`config.mk`:
```
export PLATFORM = sky130hd
export DESIGN_NAME = wor_line_monitor
export DESIGN_NICKNAME = d
export VERILOG_FILES = /design/src/rtl/wor_line_monitor.sv
export SDC_FILE = /design/constraint.sdc
export NUM_CORES = 1
export LEC_CHECK = 0
export BUFFER_PORTS_ARGS = -buffer_cell sky130_fd_sc_hd__buf_2
export CAP_MARGIN = 5
export CORE_MARGIN = 10
export CORE_UTILIZATION = 42
export CTS_BUF_LIST = sky130_fd_sc_hd__clkbuf_4 sky130_fd_sc_hd__clkbuf_8
export DETAILED_ROUTE_END_ITERATION = 10
export GPL_TIMING_DRIVEN = 1
export PLACE_DENSITY = 0.66
export SLEW_MARGIN = 10
export SYNTH_ARGS = -nofsm -noshare
export SYNTH_HDL_FRONTEND = slang
export SYNTH_SLANG_ARGS = --single-unit
```
`constraint.sdc`:
```
create_clock -name clk -period 1.6 [get_ports clk]
set_clock_uncertainty 0.15 [all_clocks]
set_input_delay 0.16 -clock clk [delete_from_list [all_inputs] [get_ports clk]]
set_output_delay 0.16 -clock clk [all_outputs]
set_load 0.1 [all_outputs]
```
`src/rtl/wor_line_monitor.sv`:
```
// wor_line_monitor
//   Consumer of the shared wired-OR request line. Synchronises the raw line,
//   debounces it into a clean level, emits one-cycle rise/fall strobes,
//   counts debounced rises (saturating) and flags a line held high too long.
//   Optional feature macro: WOR_MON_STUCK_EN builds the stuck detector;
//   without it the stuck output is tied low and no stuck counter exists.
module wor_line_monitor #(
    parameter int SYNC_STAGES  = 2,
    parameter int DEB_CYCLES   = 4,
    parameter int CNT_W        = 8,
    parameter int STUCK_CYCLES = 16
) (
    input  logic             clk,
    input  logic             rst,
    input  logic             line_in,
    input  logic             clr,
    output logic             level,
    output logic             rise,
    output logic             fall,
    output logic [CNT_W-1:0] pulse_cnt,
    output logic             stuck
);

    // deb_cnt only needs to hold 0..DEB_CYCLES-1
    localparam int DW = (DEB_CYCLES > 2) ? $clog2(DEB_CYCLES) : 1;
    localparam logic [DW-1:0]    DEB_LAST = DW'(DEB_CYCLES - 1);
    localparam logic [DW-1:0]    DEB_ONE  = DW'(1);
    localparam logic [CNT_W-1:0] CNT_MAX  = '1;
    localparam logic [CNT_W-1:0] CNT_ONE  = CNT_W'(1);

    typedef enum logic [1:0] {
        LOW      = 2'd0,
        RISE_CHK = 2'd1,
        HIGH     = 2'd2,
        FALL_CHK = 2'd3
    } state_t;

    state_t              state;
    state_t              state_next;
    logic [SYNC_STAGES-1:0] sync;
    logic                s;
    logic [DW-1:0]       deb_cnt;
    logic [DW-1:0]       deb_cnt_next;
    logic                enter_high;
    logic                enter_low;
    logic                level_next;
    logic [CNT_W-1:0]    pulse_cnt_next;

    // Synchroniser chain; only the last stage is ever looked at
    always_ff @(posedge clk or posedge rst) begin
        if (rst) begin
            sync <= '0;
        end else begin
            sync <= {sync[SYNC_STAGES-2:0], line_in};
        end
    end

    assign s = sync[SYNC_STAGES-1];

    // FSM state register
    always_ff @(posedge clk or posedge rst) begin
        if (rst) begin
            state <= LOW;
        end else begin
            state <= state_next;
        end
    end

    // Next-state logic: a level change needs DEB_CYCLES equal samples in a row
    always_comb begin
        state_next = state;
        case (state)
            LOW: begin
                if (s) state_next = RISE_CHK;
            end
            RISE_CHK: begin
                if (!s)                       state_next = LOW;
                else if (deb_cnt == DEB_LAST) state_next = HIGH;
            end
            HIGH: begin
                if (!s) state_next = FALL_CHK;
            end
            FALL_CHK: begin
                if (s)                        state_next = HIGH;
                else if (deb_cnt == DEB_LAST) state_next = LOW;
            end
            default: state_next = LOW;
        endcase
    end

    // Output/datapath decode: debounce counter and the two level-change events
    always_comb begin
        deb_cnt_next = deb_cnt;
        enter_high   = 1'b0;
        enter_low    = 1'b0;
        case (state)
            LOW: begin
                if (s) deb_cnt_next = DEB_ONE;
            end
            RISE_CHK: begin
                if (!s) begin
                    deb_cnt_next = '0;
                end else if (deb_cnt == DEB_LAST) begin
                    deb_cnt_next = '0;
                    enter_high   = 1'b1;
                end else begin
                    deb_cnt_next = deb_cnt + DEB_ONE;
                end
            end
            HIGH: begin
                if (!s) deb_cnt_next = DEB_ONE;
            end
            FALL_CHK: begin
                if (s) begin
                    deb_cnt_next = '0;
                end else if (deb_cnt == DEB_LAST) begin
                    deb_cnt_next = '0;
                    enter_low    = 1'b1;
                end else begin
                    deb_cnt_next = deb_cnt + DEB_ONE;
                end
            end
            default: deb_cnt_next = '0;
        endcase
    end

    // Level follows the debounced events; a rise with clr in the same cycle restarts the count at 1
    always_comb begin
        level_next = level;
        if (enter_high)     level_next = 1'b1;
        else if (enter_low) level_next = 1'b0;

        pulse_cnt_next = pulse_cnt;
        if (enter_high) begin
            if (clr)                    pulse_cnt_next = CNT_ONE;
            else if (pulse_cnt != CNT_MAX) pulse_cnt_next = pulse_cnt + CNT_ONE;
        end else if (clr) begin
            pulse_cnt_next = '0;
        end
    end

    // Registered outputs and debounce counter
    always_ff @(posedge clk or posedge rst) begin
        if (rst) begin
            deb_cnt   <= '0;
            level     <= 1'b0;
            rise      <= 1'b0;
            fall      <= 1'b0;
            pulse_cnt <= '0;
        end else begin
            deb_cnt   <= deb_cnt_next;
            level     <= level_next;
            rise      <= enter_high;
            fall      <= enter_low;
            pulse_cnt <= pulse_cnt_next;
        end
    end

`ifdef WOR_MON_STUCK_EN
    localparam int SW = $clog2(STUCK_CYCLES + 1);
    localparam logic [SW-1:0] STUCK_MAX = SW'(STUCK_CYCLES);
    localparam logic [SW-1:0] STUCK_PRE = SW'(STUCK_CYCLES - 1);
    localparam logic [SW-1:0] STUCK_ONE = SW'(1);

    logic          hold_high;
    logic [SW-1:0] stuck_cnt;
    logic [SW-1:0] stuck_cnt_next;
    logic          stuck_set;

    // Time spent high only accrues in HIGH proper, not while a fall is being qualified
    assign hold_high = (state == HIGH) && s;

    // Saturating high-time counter; stuck fires on the cycle it reaches the limit
    always_comb begin
        stuck_cnt_next = stuck_cnt;
        stuck_set      = 1'b0;
        if (enter_low) begin
            stuck_cnt_next = '0;
        end else if (hold_high && (stuck_cnt != STUCK_MAX)) begin
            stuck_cnt_next = stuck_cnt + STUCK_ONE;
            stuck_set      = (stuck_cnt == STUCK_PRE);
        end
    end

    // Sticky flag: a set in the same cycle as clr takes priority
    always_ff @(posedge clk or posedge rst) begin
        if (rst) begin
            stuck_cnt <= '0;
            stuck     <= 1'b0;
        end else begin
            stuck_cnt <= stuck_cnt_next;
            if (stuck_set)  stuck <= 1'b1;
            else if (clr)   stuck <= 1'b0;
        end
    end
`else
    assign stuck = 1'b0;
`endif

endmodule

```
==> impl_results.md, run 1 <==
* Post-synth EDFFs at 0
* Buf/Inv on CP at 1
* Worst-path maximum fanout at 4
* Period utilization at 1.010
* RSZ-0062 raised after global routing: yes
* Clk sinks at 17
* Clock Path Buffers at 2
* Core Footprint at ~0.0018 mm²
* Finished Core Util at 0.6498
* DR vias at roughly 650
* WHS at -0.05312 ns
* Total grt overflow at 0
* Top sig layer: met4
* ANT nets after route at 0
* Total power at about 1.3 mW
* Max-cap violations at 0
* Most frequent cells in the layout: buf_4 (14), buf_2 (10), dfrtp_1 (9), dfrtp_4 (7)
* Post-DP HPWL at roughly 1.2 mm
* DR WL met2 at roughly 680 µm
* Met3 wire length at around 120 µm
* Placed insts at 123
* Clock H-tree levels at 1
* Final setup viols at 3
* Layout fillers at 148
* Clk pwr share at 0.197
* Final setup TNS at -0.02549 ns
* IO Count at 16
* Crit path DAT at 1.67 ns
* Pwr per Cell Area at approximately 1100 mW/mm²
* P_int at approximately 780 µW
* DRC violations left at 0
* Routed WL at roughly 1.7 mm
* M1 wire length at 809 µm
* Final slew viol count at 0
* Synth unique cells at 31
* Critical Path RT at 1.65 ns
* Register area at 452.9 µm²
* Post-synth net total at 82
* Hold Vio Cnt, Final at 4
* Mean Syn Cell Area at between 10 and 15 µm²
* Cell count after synthesis at 75
* Synth Warn # at 0
* Post-DR vias/cell at 5.031
* Critical path type: register to register
* Hold Path Class: primary input to register
* #FFs+latches synth at 17
* TritonCTS Buffers at 3
* Crit path depth at 6
* Net Switching at around 490 µW
* Leakage power at 0.5165 nW
* Inserted Diodes at 0
* Logic pwr share at 0.377
* Pre-CTS setup slack at -0.03760 ns
* Worst Setup EP: pulse_cnt[1]
* Die width at 63.90 µm
* Net Sw Frac at 0.3879
* IO Port Bufs at 14
* Largest net degree at the start of global routing at 18
* Placed Area at 0.001064 mm²
* Critical path origin: pulse_cnt[1]
* Post-Syn Area at 809.5 µm²
* Clock transition at path regs at 0.11 ns
* Synthesis-to-layout area growth at 43.12%
* FF-to-FF Start: pulse_cnt[1]
* Design area at approximately 0.0012 mm²
* Crit end category: register
* Multi-input gate area at 415.4 µm²
* Worst skew pair latency at approximately 0.30 ns
* Main flop type after synthesis: dfrtp_1
* Root Driver: clkbuf_4
* DR iter-0 viols at 19
* Seq pwr share at 0.426
* Overall Global Routing Usage at 0.09214
* TritonCTS clock tree: done
* Final std cells w/o fill at 130
* Failing checks: hold timing, setup timing
* Starting Density at 0.4540
* Max VDD drop at a little over 0.0008 V
* PnR worst setup slack at -0.01615 ns
* FMAX at between 600 and 700 MHz
* Crit-path leading delay family: flip-flops
* First-pass GRT wire length at 3.036 mm
* Cell depth of the worst flop-to-flop path at 6
* Die ar. at between 0.004 and 0.005 mm²
* Crit start category: register
* Outcome: complete, but fails checks
* Die H at roughly 64 µm
* Commonest non-fill, non-tap cell in the layout: buf_4
* Total Nets Final at between 100 and 150
* TritonRoute pass-1 iters at 4
* Vias in the first global route at slightly below 700
* Max incr delay on CP at around 0.44 ns
* Cell row count at 15
* Routed WL per cell at between 10 and 15 µm
* Post-layout min period at 1.616 ns
* Fraction of registers with async set/reset at 1.000
* RR Endpoint: pulse_cnt[1]
* GPL Wtd Cong at about 0.85
* Worst reg2reg setup slack at -0.02 ns
* Share of the yosys chip area belonging to registers at 0.5255
* Slowest cell on crit path: dfrtp_4
* Layout cells sized above 1 at 0.4571
* Initial antenna violation count at 0
* Critical path, cell by cell: ha_4 -> nand4_1 -> buf_4 -> o21ai_4 -> mux2i_1 -> nor2_1
==> layer usage <==
metal / up-vias / GRT usage
met1: 310 / 0.1104
li1: 323 / -
met3: 5 / 0.04355
met5: - / 0
met4: 0 / 0.05738
met2: 16 / 0.1294
==> synth_stat cells (2+ instances only) <==
cell / count / area share
ha_1: 3 / 0.046
dfrtp_1: 17 / 0.53
xor2_1: 3 / 0.032
nor3_1: 2 / 0.012
nor4_1: 2 / 0.015
and3_1: 2 / 0.015
nand4_1: 2 / 0.015
nand2_1: 6 / 0.028
a21oi_1: 3 / 0.019
o21ai_0: 3 / 0.019
mux2i_1: 2 / 0.025
nor2_1: 6 / 0.028
nor2b_1: 2 / 0.015
o211ai_1: 2 / 0.019
inv_1: 4 / 0.019
==> how the worst min path moves through the flow <==
stage / start / end / slack (ns) / cells past startpoint
2_1_floorplan: rst / asynchronous set/reset pin / -0.06 / 1
3_3_place_gp: rst / level / 0.03 / 3
3_5_place_dp: rst / level / 0.03 / 3
4_1_cts: clr / pulse_cnt[5] / -0.03 / 2
5_1_grt: clr / pulse_cnt[7] / -0.04 / 2
6_report: clr / pulse_cnt[2] / -0.05 / 2
==> logic make-up (layout without fill, tap and decap cells) <==
group	after synthesis	in the layout	synth area share
multiplexers	3	3	0.03864
buffers and inverters	7	37	0.03863
AND/OR/NAND/NOR	27	27	0.1885
adder cells (fa/ha/maj)	3	3	0.04637
AO/OA/AOI/OAI	13	13	0.1144
other	1	1	0.004632
flip-flops	17	17	0.5255
XOR/XNOR	4	4	0.04328
==> cell type report <==
| cell class | instances | area share |
|---|---|---|
| Inverter | 5 | 0.02052 |
| Clock inverter | 1 | 0.006479 |
| Sequential cell | 17 | 0.3909 |
| Tap cell | 25 | 0.02700 |
| Multi-Input combinational cell | 51 | 0.3585 |
| Timing Repair Buffer | 28 | 0.1771 |
| Clock buffer | 3 | 0.01944 |
==> flip-flops by register name, indices dropped and copies added (netlist names), named ones only <==
register   cells
deb_cnt        2
sync           2
rise           1
state          1
fall           1
pulse_cnt      8
level          1
==> power groups by stage <==
stage / sequential (mW) / combinational, mW / clock [mW]
5_1_grt: 0.555 / 0.522 / 0.280
3_5_place_dp: 0.547 / 0.463 / 0
2_1_floorplan: 0.704 / 0.157 / 0
6_report: 0.542 / 0.479 / 0.250
3_3_place_gp: 0.543 / 0.456 / 0
4_1_cts: 0.542 / 0.477 / 0.256
==> what timing repair did <==
action                                 4_1_cts  5_1_grt
buffers inserted                             0        0
endpoints found under the hold margin       25        3
setup endpoints to repair                    6        8
hold buffers                                 2        1
gates resized for setup                      5        3
pin swaps                                    2        6
Note: power is estimated with default switching activity, not from simulation.
==> inputs of run 2 (changes only) <==
--- a/config.mk
+++ b/config.mk
@@ -12,7 +12,7 @@
 export CTS_BUF_LIST = sky130_fd_sc_hd__clkbuf_4 sky130_fd_sc_hd__clkbuf_8
 export DETAILED_ROUTE_END_ITERATION = 10
 export GPL_TIMING_DRIVEN = 1
-export PLACE_DENSITY = 0.66
+export PLACE_DENSITY_LB_ADDON = 0.05
 export SLEW_MARGIN = 10
 export SYNTH_ARGS = -nofsm -noshare
 export SYNTH_HDL_FRONTEND = slang
==> run 2 against run 1 <==
Cell count up 3.1%; routed wire length up 6.3%; sequential power about the same; largest power group unchanged; first-iteration DRC count down 74%; the flow finishes with violations (setup timing); critical path depth unchanged; count of clock-buffer cells in the layout unchanged; flip-flop and latch count unchanged; non-clock buffer count up 4; utilization up 2.6 points; highest routed layer unchanged.
==> impl_results.md, run 2 (synthesis gave the netlist of run 1 again) <==
* Critical path type: register to register
* Hold Vio Cnt, Final at 0 (-4)
* ANT nets after route at 0 (unchanged)
* Largest net degree at the start of global routing at 18 (unchanged)
* Total power at 1.262 mW (-0.71%)
* Vias in the first global route at 672 (-2.2%)
* Die ar. at 0.004083 mm² (unchanged)
* Design area at 0.001205 mm² (+4.0%)
* IO Port Bufs at 14 (unchanged)
* GPL Wtd Cong at 0.8041 (-5.7%)
* Post-DR vias/cell at 4.985 (-0.91%)
* Layout fillers at 146 (-1.4%)
* Critical path, cell by cell: ha_4 -> nand4_1 -> buf_4 -> o211ai_4 -> or3_1 -> a21oi_2
* Final slew viol count at 0 (unchanged)
* Failing checks: setup timing
* Routed WL at 1.762 mm (+6.3%)
* Final setup viols at 5 (+2)
* TritonCTS Buffers at 3 (unchanged)
* Inserted Diodes at 0 (unchanged)
* Total Nets Final at 117 (+3.5%)
* TritonCTS clock tree: done
* Post-DP HPWL at 1.264 mm (+3.0%)
* IO Count at 16 (unchanged)
* Finished Core Util at 0.6758 (+0.02596)
* Most frequent cells in the layout: buf_4 (15), buf_2 (10), dfrtp_1 (9), dfrtp_4 (7)
* Max-cap violations at 0 (unchanged)
* DRC violations left at 0 (unchanged)
* Synthesis-to-layout area growth at 48.84%
* Outcome: complete, but fails checks
* Max VDD drop at 0.0008503 V (+2.7%)
* Worst skew pair latency at 0.29 ns (about the same)
* Clk sinks at 17 (unchanged)
* Final setup TNS at -0.1601 ns (-0.1346 ns)
* Placed Area at 0.001064 mm² (unchanged)
* Die width at 63.90 µm (unchanged)
* Core Footprint at 0.001783 mm² (unchanged)
* Pwr per Cell Area at 1048 mW/mm² (-4.5%)
* Overall Global Routing Usage at 0.08890 (-0.003233)
* PnR worst setup slack at -0.1168 ns (-0.1006 ns)
* Leakage power at 0.5340 nW (+3.4%)
* Total grt overflow at 0 (unchanged)
* Slowest cell on crit path: dfrtp_4
* Layout cells sized above 1 at 0.4954 (+0.03827)
* Clock transition at path regs at 0.11 ns (about the same)
* Largest register FFs at 8 (unchanged)
* TritonRoute pass-1 iters at 4 (unchanged)
* Clock H-tree levels at 1 (unchanged)
* Commonest non-fill, non-tap cell in the layout: buf_4
* Hold Path Class: register to register
* WHS at 0.2117 ns (+0.2649 ns)
* Root Driver: clkbuf_4
* Largest reg by FF count: pulse_cnt
* Crit path DAT at 1.78 ns (+0.11 ns)
* Starting Density at 0.4540 (unchanged)
* Post-layout min period at 1.717 ns (+0.1006 ns)
* Critical Path RT at 1.66 ns (about the same)
* First-pass GRT wire length at 2.987 mm (-1.6%)
* FMAX at 582.5 MHz (-5.9%)
* Worst-path maximum fanout at 4 (unchanged)
* Crit end category: register
* Clock Path Buffers at 2 (unchanged)
* DR iter-0 viols at 5 (-14)
* Cell row count at 15 (unchanged)
* Max incr delay on CP at 0.50 ns (+0.06 ns)
* Die H at 63.90 µm (unchanged)
* Routed WL per cell at 13.15 µm (+3.1%)
* RSZ-0062 raised after global routing: yes
* Initial antenna violation count at 0 (unchanged)
* Period utilization at 1.073 (+0.06289)
* DR vias at 668 (+2.1%)
* Crit start category: register
* Biggest regs: pulse_cnt: 8 flops, deb_cnt: 2 flops, sync: 2 flops
[run 2: cell count changes in the layout (fill, tap and decap cells not counted)]
cell / change
nor3_1: -1
nor3_2: +1
a211oi_1: -1
dlygate4sd3_1: +1
buf_4: +1
a21oi_1: -1
a211oi_2: +1
a21oi_2: +1
clkbuf_4: +2
[run 2: per-stage QoR]
step                      worst slack, ns  cells
after global routing              -0.1597    134
after floorplan                   -0.2187     75
after global placement           -0.01506    123
final                             -0.1168    134
after detailed placement         -0.07497    123
after CTS                        -0.06730    131
[run 2: worst paths after layout]
kind / from / end / slack, ns / cells past startpoint
max: pulse_cnt[0] / pulse_cnt[5] / -0.12 / 6
min: sync[0] / sync[1] / 0.21 / 0
max reg2reg: pulse_cnt[0] / pulse_cnt[5] / -0.12 / 6
min reg2reg: sync[0] / sync[1] / 0.21 / 0
max in group asynchronous: rst / pulse_cnt[1] / 0.83 / 4
min in group asynchronous: rst / fall / 0.25 / 4
[run 2: metal layers]
metal  routed length, µm  share of wire  track usage  up-vias
met5                   0              0            0        -
li1                    -              -            -      335
met4                  13         0.0074      0.04098        0
met3                  92          0.052      0.03136        2
met2                 788           0.45       0.1269       13
met1                 867           0.49       0.1164      318
[run 2: area by class of cell]
type / count / area (µm²) / area share
Timing Repair Buffer: 32 / 237.7 / 0.1973
Tap cell: 25 / 31.28 / 0.02596
Clock inverter: 1 / 7.507 / 0.006231
Inverter: 5 / 23.77 / 0.01973
Sequential cell: 17 / 452.9 / 0.3759
Clock buffer: 3 / 22.52 / 0.01869
Multi-Input combinational cell: 51 / 429.2 / 0.3562
[run 2: what timing repair did]
action	in CTS	in global routing
setup buffers	0	3
resized for setup	4	7
pin swaps	3	13
endpoints found under the hold margin	23	0
setup endpoints to repair	6	10
hold buffers	4	0
gates cloned	0	0
[run 2: critical path, delay by kind of cell (launching register included)]
family          cells  cell delay, ns
buf+inv             1            0.16
compound gates      2            0.19
simple gates        2            0.48
flops               1            0.50
fa+ha+maj           1            0.16
[run 2: power breakdown]
| group | switching (mW) | internal, mW | leakage [nW] |
|---|---|---|---|
| Sequential | 0.0438 | 0.499 | 0.208 |
| Combinational | 0.301 | 0.186 | 0.312 |
| Clock | 0.137 | 0.0949 | 0.0139 |
| Total | 0.482 | 0.781 | 0.534 |
==> inputs of run 3 (changes only) <==
--- a/config.mk
+++ b/config.mk
@@ -8,8 +8,8 @@
 export BUFFER_PORTS_ARGS = -buffer_cell sky130_fd_sc_hd__buf_2
 export CAP_MARGIN = 5
 export CORE_MARGIN = 10
-export CORE_UTILIZATION = 42
-export CTS_BUF_LIST = sky130_fd_sc_hd__clkbuf_4 sky130_fd_sc_hd__clkbuf_8
+export CORE_UTILIZATION = 50
+export CTS_BUF_LIST = sky130_fd_sc_hd__clkbuf_4
 export DETAILED_ROUTE_END_ITERATION = 10
 export GPL_TIMING_DRIVEN = 1
 export PLACE_DENSITY_LB_ADDON = 0.05
==> run 3 against run 2 <==
The flow finishes with violations (hold timing, setup timing); cell count shrank 6.7%; critical path depth is the same; power grew 0.90%; via count grew 4.3%; first-iteration DRC count grew to 3.0 times the previous value; routed wire length grew 4.3%; register-to-register slack gained 0.06 ns; count of clock-buffer cells in the layout is the same; sequential power is essentially flat; die area shrank 11%; flip-flop and latch count is the same; utilization grew 10 points; largest cell class unchanged; highest routed layer unchanged.
==> impl_results.md, run 3 (synthesis gave the netlist of run 1 again) <==
* Total Nets Final at 117 (unchanged)
* Commonest non-fill, non-tap cell in the layout: buf_4
* DRC violations left at 0 (unchanged)
* Post-layout min period at 1.655 ns (-0.06188 ns)
* Failing checks: hold timing, setup timing
* Seq pwr share at 0.425 (-0.005)
* Outcome: complete, but fails checks
* Die H at 60.24 µm (-5.7%)
* Cell row count at 14 (-1)
* Clock transition at path regs at 0.10 ns (about the same)
* FMAX at 604.3 MHz (+3.7%)
* Placed Area at 0.001060 mm² (-0.35%)
* Post-DP HPWL at 1.291 mm (+2.2%)
* GPL Wtd Cong at 0.7615 (-5.3%)
* TritonCTS clock tree: done
* Clock H-tree levels at 1 (unchanged)
* Most frequent cells in the layout: buf_4 (17), buf_2 (10), dfrtp_1 (9), dfrtp_4 (7)
* Crit end category: register
* Total power at 1.274 mW (+0.90%)
* P_int at 778.9 µW (-0.21%)
* Core Footprint at 0.001524 mm² (-15%)
* Synthesis-to-layout area growth at 46.06%
* Inserted Diodes at 0 (unchanged)
* Worst-path maximum fanout at 4 (unchanged)
* Final setup viols at 3 (-2)
* RSZ-0062 raised after global routing: yes
* Crit start category: register
* Hold Path Class: primary input to register
* Largest register FFs at 8 (unchanged)
* Layout fillers at 103 (-29%)
* Root Driver: clkbuf_4
* Die width at 60.24 µm (-5.7%)
* Layout cells sized above 1 at 0.4862 (-0.009174)
* Routed WL at 1.838 mm (+4.3%)
* Largest reg by FF count: pulse_cnt
* DR vias at 697 (+4.3%)
* Max-cap violations at 0 (unchanged)
* Crit path DAT at 1.71 ns (-0.07 ns)
* Final slew viol count at 0 (unchanged)
* Net Switching at 494.8 µW (+2.7%)
* Final std cells w/o fill at 125 (-6.7%)
* Worst skew pair latency at 0.31 ns (+0.02 ns)
* Die ar. at 0.003628 mm² (-11%)
* IO Port Bufs at 14 (unchanged)
* Routed WL per cell at 14.70 µm (+12%)
* Placed insts at 115 (-6.5%)
* Logic pwr share at 0.379 (-0.007)
* Starting Density at 0.5312 (+0.07716)
* TritonRoute pass-1 iters at 4 (unchanged)
* Critical Path RT at 1.65 ns (about the same)
* Biggest regs: pulse_cnt: 8 flops, deb_cnt: 2 flops, sync: 2 flops
* Period utilization at 1.034 (-0.03867)
* Pwr per Cell Area at 1077 mW/mm² (+2.8%)
* IO Count at 16 (unchanged)
* Net Sw Frac at 0.3885 (+0.006792)
* Vias in the first global route at 634 (-5.7%)
* WHS at -0.07794 ns (-0.2897 ns)
* PnR worst setup slack at -0.05490 ns (+0.06188 ns)
* Post-DR vias/cell at 5.576 (+12%)
* Total grt overflow at 0 (unchanged)
* Overall Global Routing Usage at 0.1052 (+0.01627)
* Hold Vio Cnt, Final at 2 (+2)
* Largest net degree at the start of global routing at 18 (unchanged)
* Leakage power at 0.5381 nW (+0.77%)
* Clk sinks at 17 (unchanged)
* ANT nets after route at 0 (unchanged)
* Max VDD drop at 0.001101 V (+29%)
* DR iter-0 viols at 15 (+10)
* First-pass GRT wire length at 2.856 mm (-4.4%)
* Clk pwr share at 0.196 (+0.012)
* Clock Path Buffers at 2 (unchanged)
* Design area at 0.001182 mm² (-1.9%)
* TritonCTS Buffers at 3 (unchanged)
* Initial antenna violation count at 0 (unchanged)
* Critical path type: register to register
-- run 3: cell types whose count changed in the layout (fill, tap and decap cells not counted), sizes merged --
cell / delta
buf: +2
clkbuf: -1
dlygate4sd3: -1
-- run 3: power groups by stage --
stage | Combinational (mW) | Clock, mW | Sequential [mW]
6_report | 0.483 | 0.250 | 0.541
2_1_floorplan | 0.157 | 0 | 0.704
3_3_place_gp | 0.447 | 0 | 0.543
3_5_place_dp | 0.455 | 0 | 0.545
4_1_cts | 0.475 | 0.253 | 0.543
5_1_grt | 0.526 | 0.272 | 0.551
-- run 3: final timing paths --
path                       cells past startpoint          from           end  slack, ns
max in group asynchronous                      4           rst  pulse_cnt[4]       0.83
min in group asynchronous                      4           rst    deb_cnt[1]       0.25
setup reg to reg                               6  pulse_cnt[1]  pulse_cnt[1]      -0.05
setup / recovery                               6  pulse_cnt[1]  pulse_cnt[1]      -0.05
hold / removal                                 2           clr  pulse_cnt[1]      -0.08
hold reg to reg                                0       sync[0]       sync[1]       0.21
-- run 3: repair_timing --
item                       4_1_cts  5_1_grt
hold endpoints to repair        25        5
gates resized for setup          5        4
setup buffers                    0        3
gates cloned                     0        0
pin swaps                        2        7
setup endpoints to repair        7        8
hold buffers                     2        1
-- run 3: layout make-up --
cell class                 instances  area [µm²]  area share
timing repair buffer              32       235.2      0.1989
inverter                           5       23.77     0.02011
multi-input combinational         51       420.4      0.3556
clock buffer                       3       22.52     0.01905
tap                               16       20.02     0.01693
clock inverter                     1       7.507    0.006349
sequential                        17       452.9      0.3831
-- run 3: stage by stage --
stage          setup WS (ns)  hold WS [ns]  setup TNS [ns]    util
2_1_floorplan        -0.2187      -0.06385          -1.112       -
3_3_place_gp       -0.008135       0.02466       -0.008135  0.6954
3_5_place_dp        -0.05097       0.03692        -0.08450  0.6954
4_1_cts             -0.04900      -0.03769        -0.07215  0.7414
5_1_grt              -0.1324      -0.05923         -0.4695  0.7759
6_report            -0.05490      -0.07794         -0.1019  0.7759
-- run 3: routing by layer --
layer  vias up  routed length, µm  global-route usage
li1        330                  -                   -
met1       344                799              0.1268
met2        18                884              0.1618
met5         -                  0                   0
met3         5                107             0.02542
met4         0                 47             0.06731
-- run 3: critical path: stages (launching register included) --
cell	delay, ns
dfrtp_4	0.44
ha_4	0.13
nand4_1	0.22
buf_4	0.24
o21ai_4	0.13
mux2i_1	0.19
nor2_1	0.05
